`src/rtl/nios_system_cpu_oci_pkg.sv`:
```
// nios_system_cpu_oci_pkg: shared DCT codes, frame types and packer state encoding
package nios_system_cpu_oci_pkg;
    localparam logic [1:0] DCT_CODE_NT = 2'b01;
    localparam logic [1:0] DCT_CODE_TK = 2'b10;
    localparam logic [1:0] FRM_FULL = 2'b01;
    localparam logic [1:0] FRM_PART = 2'b10;
    localparam int FRAME_W = 36;
    typedef enum logic {IDLE, FILL} pk_state_e;
endpackage

```
`src/rtl/nios_system_cpu_oci_frame_slot.sv`:
```
// nios_system_cpu_oci_frame_slot: one-entry valid/ready frame register with drop detection
module nios_system_cpu_oci_frame_slot
    import nios_system_cpu_oci_pkg::*;
(
    input  logic               clk,
    input  logic               reset_n,
    input  logic               load,
    input  logic [FRAME_W-1:0] load_data,
    input  logic               ready,
    input  logic               ovf_clr,
    output logic               valid,
    output logic [FRAME_W-1:0] data,
    output logic               overflow
);
    logic take, ld, drop;
    assign take = valid & ready;
    assign ld = load & (~valid | take);
    assign drop = load & valid & ~ready;
    // slot occupancy, held frame and sticky drop flag (set beats clear)
    always_ff @(posedge clk or negedge reset_n) begin
        if (!reset_n) begin
            valid <= 1'b0;
            data <= '0;
            overflow <= 1'b0;
        end else begin
            valid <= ld | (valid & ~take);
            if (ld) data <= load_data;
            overflow <= drop | (overflow & ~ovf_clr);
        end
    end
endmodule

```
`src/rtl/nios_system_cpu_oci_dct_packer.sv`:
```
// nios_system_cpu_oci_dct_packer: packs DCT branch codes into trace frames
module nios_system_cpu_oci_dct_packer
    import nios_system_cpu_oci_pkg::*;
#(
    parameter int DCT_SLOTS = 15,
    parameter int CODE_W = 2,
    parameter int BUF_W = DCT_SLOTS * CODE_W,
    parameter int CNT_W = 4
) (
    input  logic               clk,
    input  logic               reset_n,
    input  logic               trc_on,
    input  logic               dct_valid,
    input  logic [1:0]         dct_code,
    input  logic               flush,
    input  logic               ovf_clr,
    input  logic               frame_ready,
    output logic               frame_valid,
    output logic [FRAME_W-1:0] frame_data,
    output logic [BUF_W-1:0]   dct_buffer,
    output logic [CNT_W-1:0]   dct_count,
    output logic               overflow
);
    pk_state_e state, state_n;
    logic accept, full, emit;
    logic [1:0] frm_type;
    logic [BUF_W-1:0] sh_ins, sh_n;
    logic [CNT_W-1:0] cnt_ins, cnt_n;
    logic [FRAME_W-1:0] frame;
    assign accept = dct_valid & trc_on & (dct_code == DCT_CODE_NT | dct_code == DCT_CODE_TK);
    assign sh_ins = accept ? {dct_buffer[BUF_W-CODE_W-1:0], dct_code} : dct_buffer;
    assign cnt_ins = dct_count + CNT_W'(accept);
    assign frame = {frm_type, 4'(cnt_ins), 30'(sh_ins)};
    // packer state, shift buffer and code count
    always_ff @(posedge clk or negedge reset_n) begin
        if (!reset_n) begin
            state <= IDLE;
            dct_buffer <= '0;
            dct_count <= '0;
        end else begin
            state <= state_n;
            dct_buffer <= sh_n;
            dct_count <= cnt_n;
        end
    end
    // insert first, then close the frame on fill or flush; fill wins the type
    always_comb begin
        full = accept && state == FILL && cnt_ins == CNT_W'(DCT_SLOTS);
        emit = full || (flush && cnt_ins != '0);
        frm_type = full ? FRM_FULL : FRM_PART;
        state_n = (emit || cnt_ins == '0) ? IDLE : FILL;
        sh_n = emit ? '0 : sh_ins;
        cnt_n = emit ? '0 : cnt_ins;
    end
    nios_system_cpu_oci_frame_slot u_slot (
        .clk       (clk),
        .reset_n   (reset_n),
        .load      (emit),
        .load_data (frame),
        .ready     (frame_ready),
        .ovf_clr   (ovf_clr),
        .valid     (frame_valid),
        .data      (frame_data),
        .overflow  (overflow)
    );
endmodule

```
`config.mk`:
```
export PLATFORM = sky130hd
export DESIGN_NAME = nios_system_cpu_oci_dct_packer
export DESIGN_NICKNAME = d
export VERILOG_FILES = /design/src/rtl/nios_system_cpu_oci_pkg.sv /design/src/rtl/nios_system_cpu_oci_frame_slot.sv /design/src/rtl/nios_system_cpu_oci_dct_packer.sv
export SDC_FILE = /design/constraint.sdc
export NUM_CORES = 1
export LEC_CHECK = 0
export ABC_AREA = 1
export CELL_PAD_IN_SITES_DETAIL_PLACEMENT = 1
export CELL_PAD_IN_SITES_GLOBAL_PLACEMENT = 2
export CORE_AREA = 2 2 87 152
export DETAILED_ROUTE_END_ITERATION = 7
export DIE_AREA = 0 0 89 154
export GPL_ROUTABILITY_DRIVEN = 0
export PLACE_DENSITY_LB_ADDON = 0.1
export RECOVER_POWER = 100
export SLEW_MARGIN = 20
export SYNTH_ARGS = -nofsm -noshare
export SYNTH_HDL_FRONTEND = slang
export SYNTH_SLANG_ARGS = --single-unit
```
`constraint.sdc`:
```
create_clock -name clk -period 1.7 [get_ports clk]
set_input_delay 0.425 -clock clk [delete_from_list [all_inputs] [get_ports clk]]
set_output_delay 0.425 -clock clk [all_outputs]
set_load 0.01 [all_outputs]
```
## After elaboration in Yosys (flattened, before gate mapping)

Index checks and enable logic that the tools add are counted.

| word-level totals | value |
|---|---|
| bits in registers | 73 |
| input port bits | 9 |
| output and inout bits | 72 |
| word-level logic and storage cells | 38 |

| cells by class | value |
|---|---|
| bitwise operators | 16 |
| eq/ne operators | 3 |
| mux-type cells | 5 |
| reductions and logical operators | 7 |
| $add $sub $neg | 1 |

Operators by type and width:

| kind | count |
|---|---|
| $mux 30 | 2 |
| $and 1x1->1 | 8 |
| $add 4x1->4 | 1 |
| $eq 4x4->1 const B | 1 |
| $logic_not 4->1 | 1 |
| $mux 4 | 1 |
| $not 1->1 | 4 |
| $or 1x1->1 | 4 |
| $reduce_bool 4->1 | 1 |
| $logic_and 1x1->1 | 3 |
| $eq 2x1->1 const B | 1 |
| $eq 2x2->1 const B | 1 |
| $logic_or 1x1->1 | 2 |
| $mux 2 | 1 |
| $mux 1 | 1 |

## Depth between registers and ports, before layout

Gate-level depths: netlist (run 1).

| logic depth | value |
|---|---|
| depth in word-level cells | 10 |
| depth in mapped cells | 17 |
| depth with buffers taken out | 15 |

## Cells and area by module

From an unflattened synthesis (run 1), not the netlist that was laid out.

| unflattened totals | value |
|---|---|
| cell total of the unflattened synthesis | 393 |
| area, all modules | 3390.8 µm² |

Modules (own cells, without submodules):

| module | area an instance (µm²) | sequential area each (µm²) | times used | cells an instance |
|---|---|---|---|---|
| nios_system_cpu_oci_dct_packer | 1864.3 | 875.8 | 1 | 229 |
| nios_system_cpu_oci_frame_slot | 1526.5 | 950.9 | 1 | 164 |

## Least setup slack after synthesis (run 1)

OpenSTA, ideal clock, no wires.

| timing | value |
|---|---|
| path kind | input to register |
| start | input dct_code[0] |
| end | register u_slot.data[10] |
| path slack | -0.579 ns |
| path buffers | 2 |
| data required time | 1.583 ns |
| setup time | 0.117 ns |
| cell stages on the path | 15 |
| arrival time | 2.162 ns |
| path through | nand2_1 -> nand2_1 -> nor2_1 -> buf_2 -> ha_1 -> ha_1 -> inv_1 -> nand2_1 -> nor2_4 -> nand2_2 -> nand2_4 -> nand2_4 -> buf_4 -> nand3_1 -> nand2_1 |

| on the way | value |
|---|---|
| cells in the longest elaborated chain, start to end | 8 |
| elaborated cells on any way between the ends | 13 |
| those cells by class | add/sub (1); eq/ne (3); mux (1); bitwise (3); reduce/logical (5) |

RTL lines:

| element | line | source |
|---|---|---|
| start: declaration | nios_system_cpu_oci_dct_packer.sv:14 | `input logic [1:0] dct_code,` |
| $eq 2x1->1 / $eq 2x2->1 (equally long branches) | nios_system_cpu_oci_dct_packer.sv:30 | `assign accept = dct_valid & trc_on & (dct_code == DCT_CODE_NT \| dct_code == DCT_CODE_TK);` |
| $or 1x1->1 (*) | nios_system_cpu_oci_dct_packer.sv:30 |  |
| $and 1x1->1 (*) | nios_system_cpu_oci_dct_packer.sv:30 |  |
| $add 4x1->4 (*) | nios_system_cpu_oci_dct_packer.sv:32 | `assign cnt_ins = dct_count + CNT_W'(accept);` |
| via cnt_ins[1] | nios_system_cpu_oci_dct_packer.sv:28 | `logic [CNT_W-1:0] cnt_ins, cnt_n;` |
| $eq 4x4->1 / $reduce_bool 4->1 (equally long branches) | nios_system_cpu_oci_dct_packer.sv:48, nios_system_cpu_oci_dct_packer.sv:49 |  |
| $logic_and 1x1->1, on equally long branches | nios_system_cpu_oci_dct_packer.sv:48, nios_system_cpu_oci_dct_packer.sv:49 |  |
| $logic_or 1x1->1 (*) | nios_system_cpu_oci_dct_packer.sv:49 | `emit = full \|\| (flush && cnt_ins != '0);` |
| $and 1x1->1 (*) | nios_system_cpu_oci_frame_slot.sv:17 | `assign ld = load & (~valid \| take);` |
| end signal: assignment | nios_system_cpu_oci_frame_slot.sv:27 | `if (ld) data <= load_data;` |
| end: declaration | nios_system_cpu_oci_frame_slot.sv:12 | `output logic [FRAME_W-1:0] data,` |

Mark *: on every way through the listed nets, which the timed path passes. The rest lies on a longest branch.
A chain may end at the register's enable or synchronous reset.

## Final worst setup path (run 1)

| timing | value |
|---|---|
| start | register dct_count[0] |
| end | register u_slot.data[0] |

| on the way | value |
|---|---|
| cells in the longest elaborated chain, start to end | 5 |
| elaborated cells on any way between the ends | 7 |
| those cells by class | add/sub (1); eq/ne (1); bitwise (1); reduce/logical (4) |

RTL lines:

| element | line | source |
|---|---|---|
| start: declaration | nios_system_cpu_oci_dct_packer.sv:21 | `output logic [CNT_W-1:0] dct_count,` |
| start signal: assignment | nios_system_cpu_oci_dct_packer.sv:43 | `dct_count <= cnt_n;` |
| $add 4x1->4 (*) | nios_system_cpu_oci_dct_packer.sv:32 |  |
| via cnt_ins[1] | nios_system_cpu_oci_dct_packer.sv:28 |  |
| $eq 4x4->1 / $reduce_bool 4->1 (equally long branches) | nios_system_cpu_oci_dct_packer.sv:48, nios_system_cpu_oci_dct_packer.sv:49 |  |
| $logic_and 1x1->1, on equally long branches | nios_system_cpu_oci_dct_packer.sv:48, nios_system_cpu_oci_dct_packer.sv:49 |  |
| $logic_or 1x1->1 (*) | nios_system_cpu_oci_dct_packer.sv:49 |  |
| $and 1x1->1 (*) | nios_system_cpu_oci_frame_slot.sv:17 |  |

Marks and branches as above.

==> qor.txt, run 1 <==
Num CTS Buffers = 9
final instance area = 5294 um2
setup ws final = -0.1605 ns
Max Slew Vio Count = 0
stages on the worst setup path = 12
Rows = 54
nets@finish = 496
DR DRC count = 0
CTS tree = yes
Via density = 4.508
largest net degree at the start of global routing = 44
Max Cap Viol = 0
diode count = 0
setup TNS = -6.543 ns
Max Buffers Root-to-Sink = 2
DIE HEIGHT = 154 um
drt first-iter violations = 93
Vias = 2,966
Core Box Area = 12,430 um2
drt pass-1 iters = 4
GR Util met3 = 3.167%
initial antenna violation count = 0
Layout area overhead = 65.21%
cell-internal power = 4.392 mW
sequential fraction of the synthesis area = 57.01%
met1 GRT Util = 22.97%
Worst Path Buf+Inv = 2
Max stage delay on crit path = 0.42 ns
CP Class = flip-flop to flip-flop
CP Launch Point = dct_count[0]
CTS Sinks = 73
vias in the first global route = 3,261
fin cells = 658
Final Hold Viols = 0
GRT Resource Usage Total = 17.78%
clock latency on the worst-skew pair = 0.33 ns
Clk pwr share = 26.9%
GRT overflow = 0
RSZ-0062 raised after global routing = true
global routing's busiest layer = met2
crit path DAT = 2.08 ns
status = complete, but fails checks
post-detail-place hpwl = 6.899 mm
critical path launch point type = flip-flop
R2R depth = 12
Yosys cell types = 24
dpl cell area = 4447 um2
failing checks = negative setup slack
die area = 13,710 um2
min-delay src = u_slot.data[4]
Ys Warns = 0
global-route wire length before repair = 18.39 mm
Worst Path Max Fanout = 8
worst path required time = 1.92 ns
PD cells = 1315 nW/um2
remaining antenna violation count = 0
syn_nets = 374
CP max stage cell = dfrtp_1
Initial Utilization = 25.77%
Fillers = 1,443
Max Clk Rate = 537.5 MHz
Fin Clk Skew = 0.007272 ns
WHS = 0.4764 ns
Slew Limit Headroom = 66.11%
H-tree levels = 3
Primary FF master, synth = dfrtp_1
clock tree root driver cell = clkbuf_16
# port buffers = 80
Reg-to-Reg Start = dct_count[0]
Sequential Power Share = 29.5%
total length of routed wires = 11.99 mm
#FFs+latches synth = 73
Syn Inst Count = 363
M2 GR Usage = 30.06%
fraction of registers with async set/reset = 100.0%
EDFF count, synth = 0
Power Total = 6.962 mW
Comb pwr share = 43.6%
synthesized cell area = 3204 um2
clock-pin transition on the worst setup and hold timing paths = 0.06 ns
P_leak = 2.572 nW
CP Capture Type = flip-flop
switching share of power = 36.91%
layout cell share with drive strength beyond 1 = 32.65%
Avg Cell Area, Syn = 8.827 um2
DR WL/cell = 18.22 um
Period minus WS final = 1.861 ns
NetSw = 2.570 mW
Least-Margin Pin Slew = 0.5080 ns
IO Pins = 81
WHS Path Cells = 2
cell breakdown of the critical path = ha_4 > ha_4 > inv_2 > nand2_2 > nor2_4 > nand2_2 > nand2_4 > nand2_8 > buf_16 > nand2_8 > nand2_2 > nand2_1
Final period util = 109.4%
Die X = 89 um
Max VDD drop = 0.6675 mV
# setup viols final = 70
Crit path top cell by count = nand2_2
critical path's top delay family = simple AND/OR/NAND/NOR gates
dpl cells = 618
Hold Path Class = flip-flop to flip-flop
==> repair_timing <==
action	CTS	global route
endpoints found under the hold margin	15	0
pin swaps	6	13
resized for setup	73	76
hold buffers	1	0
gates cloned	6	6
setup buffers	9	4
endpoints found under the setup margin	96	99
==> power groups by stage <==
stage	combinational, mW	clock, mW	sequential, mW
global placement	1.84	0	2.08
detailed placement	1.86	0	2.09
global route	3.23	2.00	2.08
CTS	2.57	1.94	2.05
finish	3.04	1.87	2.06
floorplan	1.05	0	2.14
==> worst paths after layout <==
path	endpoint	slack (ns)
max in group asynchronous	dct_count[2]	0.32
max reg2reg	u_slot.data[0]	-0.16
min in group asynchronous	u_slot.data[3]	0.58
min reg2reg	u_slot.data[4]	0.48
min	u_slot.data[4]	0.48
max	u_slot.data[0]	-0.16
==> cell type report <==
cell class	instances	area (um2)	area share [%]
clock buffers	10	229.0	4.325
multi-input cells	258	1622	30.63
repair buffers	124	1272	24.04
inverters	19	73.82	1.394
flip-flops and latches	73	1828	34.53
well taps	168	210.2	3.971
clock inverters	6	58.81	1.111
==> cell usage in the layout (no fill, tap or decap), types with 2 or more instances in the layout <==
cell type         n
nand3_2           9
nand2_2          44
buf_12            5
nand2_4           5
buf_6             5
clkbuf_2          2
buf_16            4
dlygate4sd2_1    22
inv_2             3
nand2_1          97
ha_4              2
a21oi_2          13
buf_2             2
clkbuf_1          3
clkinv_2          4
clkdlybuf4s25_1  27
clkdlybuf4s50_1  23
nor2_4            5
nand3_1          28
dfrtp_1          72
nand2_8           9
o21ai_0          17
nand3_4           2
buf_4            28
and2_1            9
clkbuf_16        11
nor2_1            4
inv_1            15
nand4_1           2
and3_1            7
==> kinds of logic (layout without fill, tap and decap cells) <==
family | Yosys count | after routing | synth area share, %
buffers and inverters | 39 | 159 | 6.404
flip-flops | 73 | 73 | 57.01
AND/OR/NAND/NOR | 215 | 222 | 30.34
AO/OA/AOI/OAI | 34 | 34 | 5.467
adder cells (fa/ha/maj) | 2 | 2 | 0.7808
==> Yosys cell counts (3+ instances only) <==
| master | count | area [um2] |
|---|---|---|
| buf_6 | 3 | 33.78 |
| nand2_1 | 133 | 499.2 |
| buf_2 | 4 | 20.02 |
| a21oi_1 | 14 | 70.07 |
| and2_1 | 9 | 56.30 |
| nand3_1 | 39 | 195.2 |
| clkbuf_1 | 8 | 30.03 |
| nor2_1 | 8 | 30.03 |
| nand2_2 | 12 | 75.07 |
| buf_4 | 4 | 30.03 |
| dfrtp_1 | 73 | 1827 |
| and3_1 | 8 | 50.05 |
| inv_1 | 17 | 63.81 |
| o21ai_0 | 17 | 85.08 |
==> state kept, by name, indices dropped and copies added, names as in the netlist <==
| signal | flops |
|---|---|
| dct_buffer | 30 |
| dct_count | 4 |
| state | 1 |
| u_slot.data | 36 |
| u_slot.overflow | 1 |
| u_slot.valid | 1 |
==> worst reg2reg max path, stage by stage (launching register included) <==
cell	delay (ns)
dfrtp_1	0.42
ha_4	0.19
ha_4	0.28
inv_2	0.04
nand2_2	0.07
nor2_4	0.04
nand2_2	0.07
nand2_4	0.07
nand2_8	0.11
buf_16	0.21
nand2_8	0.11
nand2_2	0.10
nand2_1	0.05
==> through the flow <==
| stage | worst slack, ns | util, % |
|---|---|---|
| after floorplan | -0.3331 | - |
| after global placement | -0.9423 | 35.77 |
| after detailed placement | -0.9844 | 35.77 |
| after CTS | -0.1932 | 40.61 |
| after global routing | -0.2426 | 42.58 |
| final | -0.1605 | 42.58 |
==> layer usage <==
| layer | vias to the layer above | wire [um] |
|---|---|---|
| met1 | 1485 | 4954 |
| met5 | - | 0 |
| met4 | 0 | 250 |
| met3 | 11 | 358 |
| li1 | 1411 | - |
| met2 | 59 | 6429 |
Note: power is estimated with default switching activity, not from simulation.
==> run 2: changes to the inputs <==
--- a/config.mk
+++ b/config.mk
@@ -12,7 +12,7 @@
 export DETAILED_ROUTE_END_ITERATION = 7
 export DIE_AREA = 0 0 89 154
 export GPL_ROUTABILITY_DRIVEN = 0
-export PLACE_DENSITY_LB_ADDON = 0.1
+export PLACE_DENSITY = 0.78
 export RECOVER_POWER = 100
 export SLEW_MARGIN = 20
 export SYNTH_ARGS = -nofsm -noshare
==> run 2 against run 1 <==
The run still ends with negative setup slack left. First-iteration DRC count is 1.1% lower. Fmax is 0.88% lower. Combinational power is 1% higher. Routed wire length is 1.7% lower. Sequential cell count stayed put. Utilization is 0.12 points higher. Clock skew is 0.0035 ns lower. Clock-buffer cell count is 3 higher. Non-clock buffer count is 5 higher. Largest power group unchanged. Sequential power hardly changed.
==> qor.txt, run 2 (synthesis gave the netlist of run 1 again) <==
CP Class = input pin to flip-flop (was flip-flop to flip-flop)
crit path DAT = 2.10 ns (was 2.08 ns)
IO Pins = 81 (unchanged)
CP max stage cell = nand2_8 (was dfrtp_1)
register area = 1828 um2 (unchanged)
status = complete, but fails checks (unchanged)
drt first-iter violations = 92 (was 93)
P_leak = 2.608 nW (was 2.572 nW)
Fillers = 1,444 (was 1,443)
commonest non-fill, non-tap cell in the layout = nand2_1 (unchanged)
total length of routed wires = 11.79 mm (was 11.99 mm)
Core Box Area = 12,430 um2 (unchanged)
Comb pwr share = 44.0% (was 43.6%)
cell-internal power = 4.492 mW (was 4.392 mW)
layout cell share with drive strength beyond 1 = 31.11% (was 32.65%)
Regs by FF count = u_slot.data (36), dct_buffer (30), dct_count (4) (unchanged)
DR WL/cell = 17.78 um (was 18.22 um)
die area = 13,710 um2 (unchanged)
Worst Path Max Fanout = 5 (was 8)
Sequential Power Share = 29.3% (was 29.5%)
# port buffers = 80 (unchanged)
area of the multi-input gates = 1609 um2 (was 1622 um2)
GRT overflow = 0 (unchanged)
Fin Clk Skew = 0.003769 ns (was 0.007272 ns)
largest net degree at the start of global routing = 32 (was 44)
Max Cap Viol = 0 (unchanged)
Hold Path Class = input pin to async pin (was flip-flop to flip-flop)
Max Clk Rate = 532.7 MHz (was 537.5 MHz)
H-tree levels = 3 (unchanged)
R2R depth = 9 (was 12)
pre-CTS setup slack = -0.9704 ns (was -0.9844 ns)
Layout area overhead = 65.68% (was 65.21%)
Rows = 54 (unchanged)
commonest non-fill, non-tap cells in the layout = 123 x nand2_1, 72 x dfrtp_1, 34 x buf_4 (was 97 x nand2_1, 72 x dfrtp_1, 44 x nand2_2)
Least-Margin Pin Slew = 0.7307 ns (was 0.5080 ns)
post-detail-place hpwl = 6.957 mm (was 6.899 mm)
Die X = 89 um (unchanged)
Clk pwr share = 26.7% (was 26.9%)
remaining antenna violation count = 0 (unchanged)
Vias = 3,028 (was 2,966)
Max stage delay on crit path = 0.20 ns (was 0.42 ns)
vias in the first global route = 3,312 (was 3,261)
CTS tree = yes (unchanged)
clock latency on the worst-skew pair = 0.33 ns (about the same)
Power Total = 7.008 mW (was 6.962 mW)
NetSw = 2.516 mW (was 2.570 mW)
cell breakdown of the critical path = buf_8 > nand2_4 > nand2_4 > nor2_4 > ha_4 > ha_4 > inv_2 > nand2_2 > nand2_2 > nor2_4 > nand3_4 > nand2_8 > inv_8 > clkbuf_16 > and2_4 (was ha_4 > ha_4 > inv_2 > nand2_2 > nor2_4 > nand2_2 > nand2_4 > nand2_8 > buf_16 > nand2_8 > nand2_2 > nand2_1)
initial antenna violation count = 0 (unchanged)
CTS Sinks = 73 (unchanged)
Max Slew Vio Count = 0 (unchanged)
Max VDD drop = 0.6164 mV (was 0.6675 mV)
nets@finish = 501 (was 496)
switching share of power = 35.90% (was 36.91%)
dpl cells = 624 (was 618)
worst path required time = 1.93 ns (was 1.92 ns)
Max Buffers Root-to-Sink = 2 (unchanged)
failing checks = negative setup slack (unchanged)
Num CTS Buffers = 9 (unchanged)
PD cells = 1320 nW/um2 (was 1315 nW/um2)
Final period util = 110.4% (was 109.4%)
Top reg by flops = u_slot.data (unchanged)
setup ws final = -0.1771 ns (was -0.1605 ns)
fin cells = 663 (was 658)
Final Hold Viols = 0 (unchanged)
Slew Limit Headroom = 51.29% (was 66.11%)
clock tree root driver cell = clkbuf_16 (unchanged)
DR DRC count = 0 (unchanged)
clock-pin transition on the worst setup and hold timing paths = 0.06 ns (about the same)
diode count = 0 (unchanged)
global-route wire length before repair = 17.42 mm (was 18.39 mm)
CP Capture Type = flip-flop (unchanged)
critical path launch point type = input pin (was flip-flop)
RSZ-0062 raised after global routing = true (unchanged)
# setup viols final = 73 (was 70)
drt pass-1 iters = 4 (unchanged)
DIE HEIGHT = 154 um (unchanged)
Via density = 4.567 (was 4.508)
GRT Resource Usage Total = 16.94% (was 17.78%)
Largest register FFs = 36 (unchanged)
Period minus WS final = 1.877 ns (was 1.861 ns)
Initial Utilization = 25.77% (unchanged)
## run 2: cell count changes in the layout (fill, tap and decap cells not counted), moves of 5 or more
cell             before  now
nand2_1              97  123
nand2_2              44   19
and2_1                9    0
and2_4                0    9
clkdlybuf4s25_1      27   19
clkdlybuf4s50_1      23   30
buf_4                28   34
nand3_1              28   23
## run 2: repair_timing
action | CTS | global route
hold buffers | 0 | 0
resized for setup | 72 | 65
gates cloned | 5 | 8
endpoints found under the setup margin | 99 | 93
pin swaps | 9 | 18
setup buffers | 5 | 6
## run 2: final timing paths
path / start / end / slack (ns)
max: dct_code[1] / dct_buffer[20] / -0.18
min: reset_n / u_slot.data[14] / 0.10
max reg2reg: dct_count[0] / dct_buffer[20] / -0.17
min reg2reg: u_slot.data[10] / u_slot.data[10] / 0.47
max in group asynchronous: reset_n / dct_count[2] / 0.39
min in group clk: u_slot.data[10] / u_slot.data[10] / 0.47
## run 2: stage by stage
stage	TNS, ns	instance area, um2	util, %	hold slack (ns)
final	-8.785	5309	42.70	0.1044
after global routing	-15.18	5309	42.70	0.1530
after CTS	-7.589	4971	39.99	0.004851
after detailed placement	-65.77	4504	36.23	0.3687
after global placement	-62.10	4504	36.23	0.3605
after floorplan	-21.26	3338	-	0.1294
## run 2: worst max-delay path, delay by kind of cell
family | cells | cell delay, ns
adder cells (fa/ha/maj) | 2 | 0.31
buffers and inverters | 4 | 0.35
AND/OR/NAND/NOR | 9 | 1.01
## run 2: area by class of cell
class	count	area share, %
Inverter	19	1.485
Timing Repair Buffer	129	24.35
Sequential cell	73	34.43
Clock inverter	3	0.7542
Clock buffer	13	4.714
Multi-Input combinational cell	258	30.31
Tap cell	168	3.959
## run 2: layer usage
| layer | part of all wire, % | track usage (%) | up-vias | routed length [um] |
|---|---|---|---|---|
| met5 | 0 | 0 | - | 0 |
| met4 | 4.0 | 7.463 | 0 | 468 |
| met3 | 3.1 | 3.596 | 26 | 363 |
| met2 | 55 | 29.50 | 65 | 6530 |
| met1 | 38 | 19.39 | 1512 | 4422 |
| li1 | - | - | 1425 | - |
## run 2: power by group through the flow
stage,combinational (mW),clock [mW],sequential [mW]
2_1_floorplan,1.05,0,2.14
3_3_place_gp,1.88,0,2.09
3_5_place_dp,1.92,0,2.09
4_1_cts,2.36,1.92,2.06
5_1_grt,3.24,2.00,2.07
6_report,3.08,1.87,2.05
